`src/rtl/gyro_demod_pkg.sv`:
```
// Shared types and helpers for the gyro demodulator: FSM state encoding,
// config field widths and the saturate/truncate helper used by the scaler.
package gyro_demod_pkg;

  localparam int ACC_LEN_W = 16;
  localparam int SHIFT_W   = 5;
  localparam int SAT_W     = 64;

  typedef enum logic [1:0] {
    IDLE = 2'd0,
    ACC  = 2'd1,
    DONE = 2'd2
  } state_e;

  typedef struct packed {
    logic                    sat;
    logic signed [SAT_W-1:0] val;
  } sat_res_t;

  // Clamps val to the signed err_bit range when sat_en is set; otherwise
  // passes val through so the caller's truncation wraps it.
  function automatic sat_res_t sat_trunc(input logic signed [SAT_W-1:0] val,
                                         input int unsigned             err_bit,
                                         input logic                    sat_en);
    logic signed [SAT_W-1:0] max_v;
    logic signed [SAT_W-1:0] min_v;
    sat_res_t                res;
    max_v   = (64'sd1 <<< (err_bit - 1)) - 64'sd1;
    min_v   = ~max_v;
    res.sat = 1'b0;
    res.val = val;
    if (sat_en) begin
      if (val > max_v) begin
        res.sat = 1'b1;
        res.val = max_v;
      end else if (val < min_v) begin
        res.sat = 1'b1;
        res.val = min_v;
      end
    end
    return res;
  endfunction

endpackage

```
`src/rtl/gyro_err_scale.sv`:
```
// Output stage: arithmetic right shift of the pair difference, then clamp or
// wrap to ERR_BIT. Clamping and o_sat are enabled by `define GYRO_DEMOD_SAT_EN.
module gyro_err_scale
  import gyro_demod_pkg::*;
#(
  parameter int ACC_BIT = 32,
  parameter int ERR_BIT = 24
) (
  input  logic                      clk_i,
  input  logic                      rst_i,
  input  logic                      vld_i,
  input  logic signed [ACC_BIT:0]   diff_i,
  input  logic        [SHIFT_W-1:0] shift_i,
  output logic signed [ERR_BIT-1:0] err_o,
  output logic                      err_valid_o,
  output logic                      sat_o
);

`ifdef GYRO_DEMOD_SAT_EN
  localparam logic SAT_EN = 1'b1;
`else
  localparam logic SAT_EN = 1'b0;
`endif

  logic signed [ACC_BIT:0]   shifted;
  logic signed [SAT_W-1:0]   wide;
  sat_res_t                  res;
  logic signed [ERR_BIT-1:0] err_q;
  logic                      vld_q;
  logic                      unused_bits;

  assign shifted     = diff_i >>> shift_i;
  assign wide        = {{(SAT_W-ACC_BIT-1){shifted[ACC_BIT]}}, shifted};
  assign res         = sat_trunc(wide, ERR_BIT, SAT_EN);
  assign unused_bits = ^{res.sat, res.val[SAT_W-1:ERR_BIT]};

  // Scale register: o_err only moves on a valid difference.
  always_ff @(posedge clk_i or posedge rst_i) begin
    if (rst_i) begin
      err_q <= '0;
      vld_q <= 1'b0;
    end else begin
      vld_q <= vld_i;
      if (vld_i) begin
        err_q <= res.val[ERR_BIT-1:0];
      end
    end
  end

  assign err_o       = err_q;
  assign err_valid_o = vld_q;

`ifdef GYRO_DEMOD_SAT_EN
  logic sat_q;

  always_ff @(posedge clk_i or posedge rst_i) begin
    if (rst_i) begin
      sat_q <= 1'b0;
    end else begin
      sat_q <= vld_i & res.sat;
    end
  end

  assign sat_o = sat_q;
`else
  assign sat_o = 1'b0;
`endif

endmodule

```
`src/rtl/gyro_demod_accum.sv`:
```
// Half-period ADC accumulator and LOW/HIGH pair differencer for the gyro loop.
// Output saturation is selected by `define GYRO_DEMOD_SAT_EN (in gyro_err_scale).
module gyro_demod_accum
  import gyro_demod_pkg::*;
#(
  parameter int ADC_BIT = 14,
  parameter int ACC_BIT = 32,
  parameter int ERR_BIT = 24
) (
  input  logic                        i_clk,
  input  logic                        i_rst,
  input  logic                        i_status,
  input  logic                        i_step_trig,
  input  logic signed [ADC_BIT-1:0]   i_adc_data,
  input  logic        [ACC_LEN_W-1:0] i_acc_len,
  input  logic        [SHIFT_W-1:0]   i_shift,
  input  logic                        i_clr_ovr,
  output logic signed [ERR_BIT-1:0]   o_err,
  output logic                        o_err_valid,
  output logic                        o_busy,
  output logic                        o_overrun,
  output logic                        o_sat
);

  state_e state_q, state_d;

  logic                        status_q, status_d;
  logic        [ACC_LEN_W-1:0] len_q, len_d;
  logic        [ACC_LEN_W-1:0] cnt_q, cnt_d;
  logic        [SHIFT_W-1:0]   shift_q, shift_d;
  logic        [SHIFT_W-1:0]   dshift_q, dshift_d;
  logic signed [ACC_BIT-1:0]   acc_q, acc_d;
  logic signed [ACC_BIT-1:0]   acc_l_q, acc_l_d;
  logic                        have_l_q, have_l_d;
  logic signed [ACC_BIT:0]     diff_q, diff_d;
  logic                        diff_vld_q, diff_vld_d;
  logic                        ovr_q, ovr_d;

  logic                        start;
  logic                        accum;
  logic                        abort;
  logic                        pair_en;
  logic                        busy;
  logic                        last_smp;
  logic signed [ACC_BIT-1:0]   adc_ext;

  assign adc_ext  = {{(ACC_BIT-ADC_BIT){i_adc_data[ADC_BIT-1]}}, i_adc_data};
  assign last_smp = (cnt_q == (len_q - 1'b1));

  always_ff @(posedge i_clk or posedge i_rst) begin
    if (i_rst) begin
      state_q <= IDLE;
    end else begin
      state_q <= state_d;
    end
  end

  // A trigger always (re)starts a half, whatever state it lands in.
  always_comb begin
    state_d = state_q;
    case (state_q)
      IDLE:    if (i_step_trig) state_d = ACC;
      ACC: begin
        if (i_step_trig)   state_d = ACC;
        else if (last_smp) state_d = DONE;
      end
      DONE:    state_d = i_step_trig ? ACC : IDLE;
      default: state_d = IDLE;
    endcase
  end

  always_comb begin
    start   = i_step_trig;
    busy    = (state_q == ACC);
    abort   = (state_q == ACC) && i_step_trig;
    accum   = (state_q == ACC) && !i_step_trig;
    pair_en = (state_q == DONE);
  end

  // Halves build in a working accumulator; only a completed LOW is committed
  // to acc_l, so an aborted half can never corrupt the stored LOW sum.
  always_comb begin
    status_d   = status_q;
    len_d      = len_q;
    cnt_d      = cnt_q;
    shift_d    = shift_q;
    dshift_d   = dshift_q;
    acc_d      = acc_q;
    acc_l_d    = acc_l_q;
    have_l_d   = have_l_q;
    diff_d     = diff_q;
    diff_vld_d = 1'b0;
    ovr_d      = (ovr_q & ~i_clr_ovr) | abort;

    if (start) begin
      status_d = i_status;
      len_d    = (i_acc_len == '0) ? ACC_LEN_W'(1) : i_acc_len;
      shift_d  = i_shift;
      cnt_d    = '0;
      acc_d    = '0;
    end else if (accum) begin
      acc_d = acc_q + adc_ext;
      cnt_d = cnt_q + 1'b1;
    end

    if (pair_en) begin
      if (!status_q) begin
        acc_l_d  = acc_q;
        have_l_d = 1'b1;
      end else if (have_l_q) begin
        diff_d     = {acc_q[ACC_BIT-1], acc_q} - {acc_l_q[ACC_BIT-1], acc_l_q};
        dshift_d   = shift_q;
        diff_vld_d = 1'b1;
        have_l_d   = 1'b0;
      end
    end
  end

  // Diff register: the shift travels with the difference because a trigger
  // in DONE reloads shift_q on the same edge.
  always_ff @(posedge i_clk or posedge i_rst) begin
    if (i_rst) begin
      status_q   <= 1'b0;
      len_q      <= ACC_LEN_W'(1);
      cnt_q      <= '0;
      shift_q    <= '0;
      dshift_q   <= '0;
      acc_q      <= '0;
      acc_l_q    <= '0;
      have_l_q   <= 1'b0;
      diff_q     <= '0;
      diff_vld_q <= 1'b0;
      ovr_q      <= 1'b0;
    end else begin
      status_q   <= status_d;
      len_q      <= len_d;
      cnt_q      <= cnt_d;
      shift_q    <= shift_d;
      dshift_q   <= dshift_d;
      acc_q      <= acc_d;
      acc_l_q    <= acc_l_d;
      have_l_q   <= have_l_d;
      diff_q     <= diff_d;
      diff_vld_q <= diff_vld_d;
      ovr_q      <= ovr_d;
    end
  end

  gyro_err_scale #(
    .ACC_BIT (ACC_BIT),
    .ERR_BIT (ERR_BIT)
  ) u_scale (
    .clk_i       (i_clk),
    .rst_i       (i_rst),
    .vld_i       (diff_vld_q),
    .diff_i      (diff_q),
    .shift_i     (dshift_q),
    .err_o       (o_err),
    .err_valid_o (o_err_valid),
    .sat_o       (o_sat)
  );

  assign o_busy    = busy;
  assign o_overrun = ovr_q;

endmodule

```
`config.mk`:
```
export PLATFORM = sky130hd
export DESIGN_NAME = gyro_demod_accum
export DESIGN_NICKNAME = d
export VERILOG_FILES = /design/src/rtl/gyro_demod_pkg.sv /design/src/rtl/gyro_err_scale.sv /design/src/rtl/gyro_demod_accum.sv
export SDC_FILE = /design/constraint.sdc
export NUM_CORES = 1
export LEC_CHECK = 0
export CAP_MARGIN = 25
export CORE_ASPECT_RATIO = 0.8
export CORE_MARGIN = 2
export CORE_UTILIZATION = 55
export CTS_CLUSTER_DIAMETER = 200
export DETAILED_ROUTE_END_ITERATION = 7
export PLACE_DENSITY = 0.76
export SLEW_MARGIN = 40
export SYNTH_ARGS = -nofsm -noshare
export SYNTH_HDL_FRONTEND = slang
export SYNTH_SLANG_ARGS = --single-unit
```
`constraint.sdc`:
```
create_clock -name i_clk -period 10.1 [get_ports i_clk]
set_clock_uncertainty 0.15 [all_clocks]
set_input_delay 1.515 -clock i_clk [delete_from_list [all_inputs] [get_ports i_clk]]
set_output_delay 1.515 -clock i_clk [all_outputs]
set_load 0.01 [all_outputs]
```
==> results.tsv <==
stage	metric	value	unit
outcome	outcome	complete, no violations	
placed_design	place_ws	4.90	ns
synth	yosysSeqAreaShare	36.1	%
setup_path	cp_top_family	compound AO/OA/AOI/OAI gates	
synth	synth_top_area_share	35.8	%
setup_path	setup.worst_path.class	primary input to register	
timing	setup_viol	0	
floorplanning	die_area	22600	um2
synth	ys_top_cells_by_count	nand2_1, dfrtp_1, a21oi_1, o21ai_0, nor2_1	
timing	fin_crit_sh	42.5	%
hold_path	hp-start	u_scale.err_o[17]	
setup_path	path_cells	clkdlybuf4s50_1, ha_1, a211oi_1, o211ai_1, a211oi_2, o21ai_1, a311oi_2, o21ai_1, a21oi_1, nand3b_1, mux2_2	
pwr	powerDensity	207	nW/um2
grt	antenna_found_initial	0	
grt	grt_overflow_total	0	
placed_design	dpl.hpwl	19.0	mm
synth	synthDistinctLibCells	73	
synth	async_flop_share	100	%
timing	worst_pin_slew	0.681	ns
clocking	root_buffer	clkbuf_16	
setup_path	cp_slowest_stage_delay	0.45	ns
floorplanning	die_y	135	um
setup_path	worst-path-buf-inv	1	
grt	grt_pass1_vias	8784	
floorplanning	start_util	56.5	%
synth	syn_avg_cell_area	8.92	um2
setup_path	crit_fanout	4	
floorplanning	chipWidth	168	um
clocking	clock_sinks	170	
detailed_routing	via_per_inst	5.87	
clocking	ctsHoldBuffers	0	
setup_path	rr_worst_depth	12	
detailed_routing	remaining_drc_errors	0	
setup_path	r2r_start	acc_q[0]	
setup_path	cp.required	10.26	ns
layout	antenna_cells	0	
detailed_routing	detail-route-antenna-nets	0	
placed_design	place.gp.congestion	0.880	
clocking	clkLatencyLatePin	0.42	ns
detailed_routing	via_count	9560	
setup_path	r2r_end	diff_q[32]	
clocking	cts_tree	built	
pwr	power_leakage	5.76	nW
clocking	cts.htree.levels	4	
timing	rsz0062_at_grt	false	
hold_path	hold_depth	1	
layout	area_growth	11.7	%
clocking	cts.clk_slew.worst_paths	0.07	ns
synth	synth_area_leader_cell	dfrtp_1	
setup_path	cp-end-kind	register	
synth	synth.most_common_cell	nand2_1	
detailed_routing	drt_pass1_iterations	5	
hold_path	hp-class	register to register	
detailed_routing	routed_wl	26.0	mm
pwr	peakVddDrop	0.000135	V
floorplanning	io_pins	68	
grt	grt_usage	24.0	%
synth	netlist_area	11800	um2
flow_run	drv_cap	0	
layout	drive_gt1_share	9.49	%
floorplanning	core-area	20900	um2
setup_path	cp-start-kind	primary input	
synth	synth_cells	1322	
synth	synth_ff_type	dfrtp_1	
setup_path	slowest_stage	clkdlybuf4s50_1	
timing	slew_viol_final	0	
synth	syn_nets	1429	
grt	grt_start_max_net_pins	99	
timing	fin_tns_setup	0	ns
synth	synth_area_leaders	dfrtp_1, ha_1, nand2_1	
timing	hold_violations	0	
grt	grt_pass1_wl	44.5	mm
placed_design	portBuffers	66	
clocking	cts_resized	0	
detailed_routing	wire_per_inst	16.0	um
setup_path	cpMostUsedCell	o21ai_1	
synth	synth-seq-cells	170	
timing	setup_ws	5.81	ns
clocking	post_cts_buffers	0	
synth	yosysWarnings	0	
timing	period_minus_slack	4.29	ns
floorplanning	rows	47	
setup_path	r2r_slack	6.74	ns
detailed_routing	drt-initial-drc-count	698	
timing	fmax	233	MHz
clocking	numCtsBuffers	17	
layout	fin_nets	1453	
clocking	clk_path_buf_depth	2	
setup_path	cp.arrival	4.45	ns
synth	synth_edf_count	0	
hold_path	min_to	u_scale.err_o[17]	
timing	slew_headroom	54.6	%
==> power breakdown <==
group          internal, mW  leakage [nW]  switching [mW]  total, mW
Clock                 0.358         0.286           0.298      0.656
Sequential            0.745          2.27          0.0937      0.839
Combinational         0.559          3.21           0.675       1.23
Total                  1.66          5.76            1.07       2.73
==> worst reg2reg max path: stages, from the launching register on <==
cell and delay, ns:
dfrtp_1 0.44, inv_1 0.07, ha_1 0.22, fa_1 0.41, nor2b_1 0.17, o31a_1 0.24
o31ai_4 0.10, a21oi_2 0.20, o311ai_1 0.20, a21oi_2 0.25, o22ai_2 0.13, o311ai_0 0.48
o21ai_0 0.16
==> per-stage QoR <==
step                      total power [mW]  hold slack [ns]  area [um2]  util [%]  std cells
after floorplan                       1.81            0.202       11800         -       1322
after global placement                2.03            0.313       12600      60.2       1595
after detailed placement              2.06            0.321       12600      60.3       1596
after CTS                             2.72            0.337       13200      63.2       1628
after global routing                  2.93            0.358       13200      63.2       1628
final                                 2.73            0.331       13200      63.2       1628
==> metal layers <==
metal	global-route usage [%]	part of all wire (%)	vias to the layer above
met1	37.6	52	4507
met4	5.94	1.2	0
met3	3.84	3.9	24
met2	34.7	43	230
met5	0	0	-
li1	-	-	4799
==> cell families (layout without fill, tap and decap cells) <==
family	count (synthesis)	in the layout	synth area share (%)
XOR/XNOR	75	75	5.57
flip-flops	170	170	36.1
multiplexers	92	92	10.7
adder cells (fa/ha/maj)	67	67	7.23
other	1	1	0.0318
AND/OR/NAND/NOR	408	408	16.0
buffers and inverters	126	163	4.33
AO/OA/AOI/OAI	383	383	20.0
==> registers in the layout, indices dropped and copies added (netlist names), 2 cells and up <==
register / count
dshift_q: 5
acc_l_q: 32
diff_q: 33
cnt_q: 16
len_q: 16
shift_q: 5
acc_q: 32
state_q: 2
u_scale.err_o: 24
==> layout make-up <==
class | count | area [um2]
fill | 1725 | 7690
multi-input combinational | 1026 | 7050
inverter | 55 | 214
sequential | 170 | 4260
timing repair buffer | 76 | 742
clock inverter | 14 | 151
clock buffer | 18 | 439
tap | 269 | 337
==> how the worst max path moves through the flow <==
stage	depth (start not counted)	slack [ns]	startpoint	endpoint
2_1_floorplan	1	3.83	i_rst	acc_l_q[0]
3_3_place_gp	11	5.05	i_adc_data[13]	acc_q[31]
3_5_place_dp	11	4.90	i_adc_data[13]	acc_q[31]
4_1_cts	11	5.30	i_adc_data[13]	acc_q[31]
5_1_grt	11	5.64	i_adc_data[1]	acc_q[31]
6_report	11	5.81	i_adc_data[1]	acc_q[31]
==> cell usage in the layout (no fill, tap or decap), drive strengths merged, types with 24 or more instances in the layout <==
| master | n |
|---|---|
| inv | 64 |
| nor2 | 77 |
| mux4 | 24 |
| a21o | 25 |
| a21oi | 115 |
| xnor2 | 40 |
| nand2 | 195 |
| clkdlybuf4s50 | 64 |
| o21ai | 115 |
| mux2i | 34 |
| dfrtp | 169 |
| nand3 | 28 |
| mux2 | 34 |
| xor2 | 35 |
| ha | 65 |
| o21a | 29 |
(Power assumes the default switching activity.)
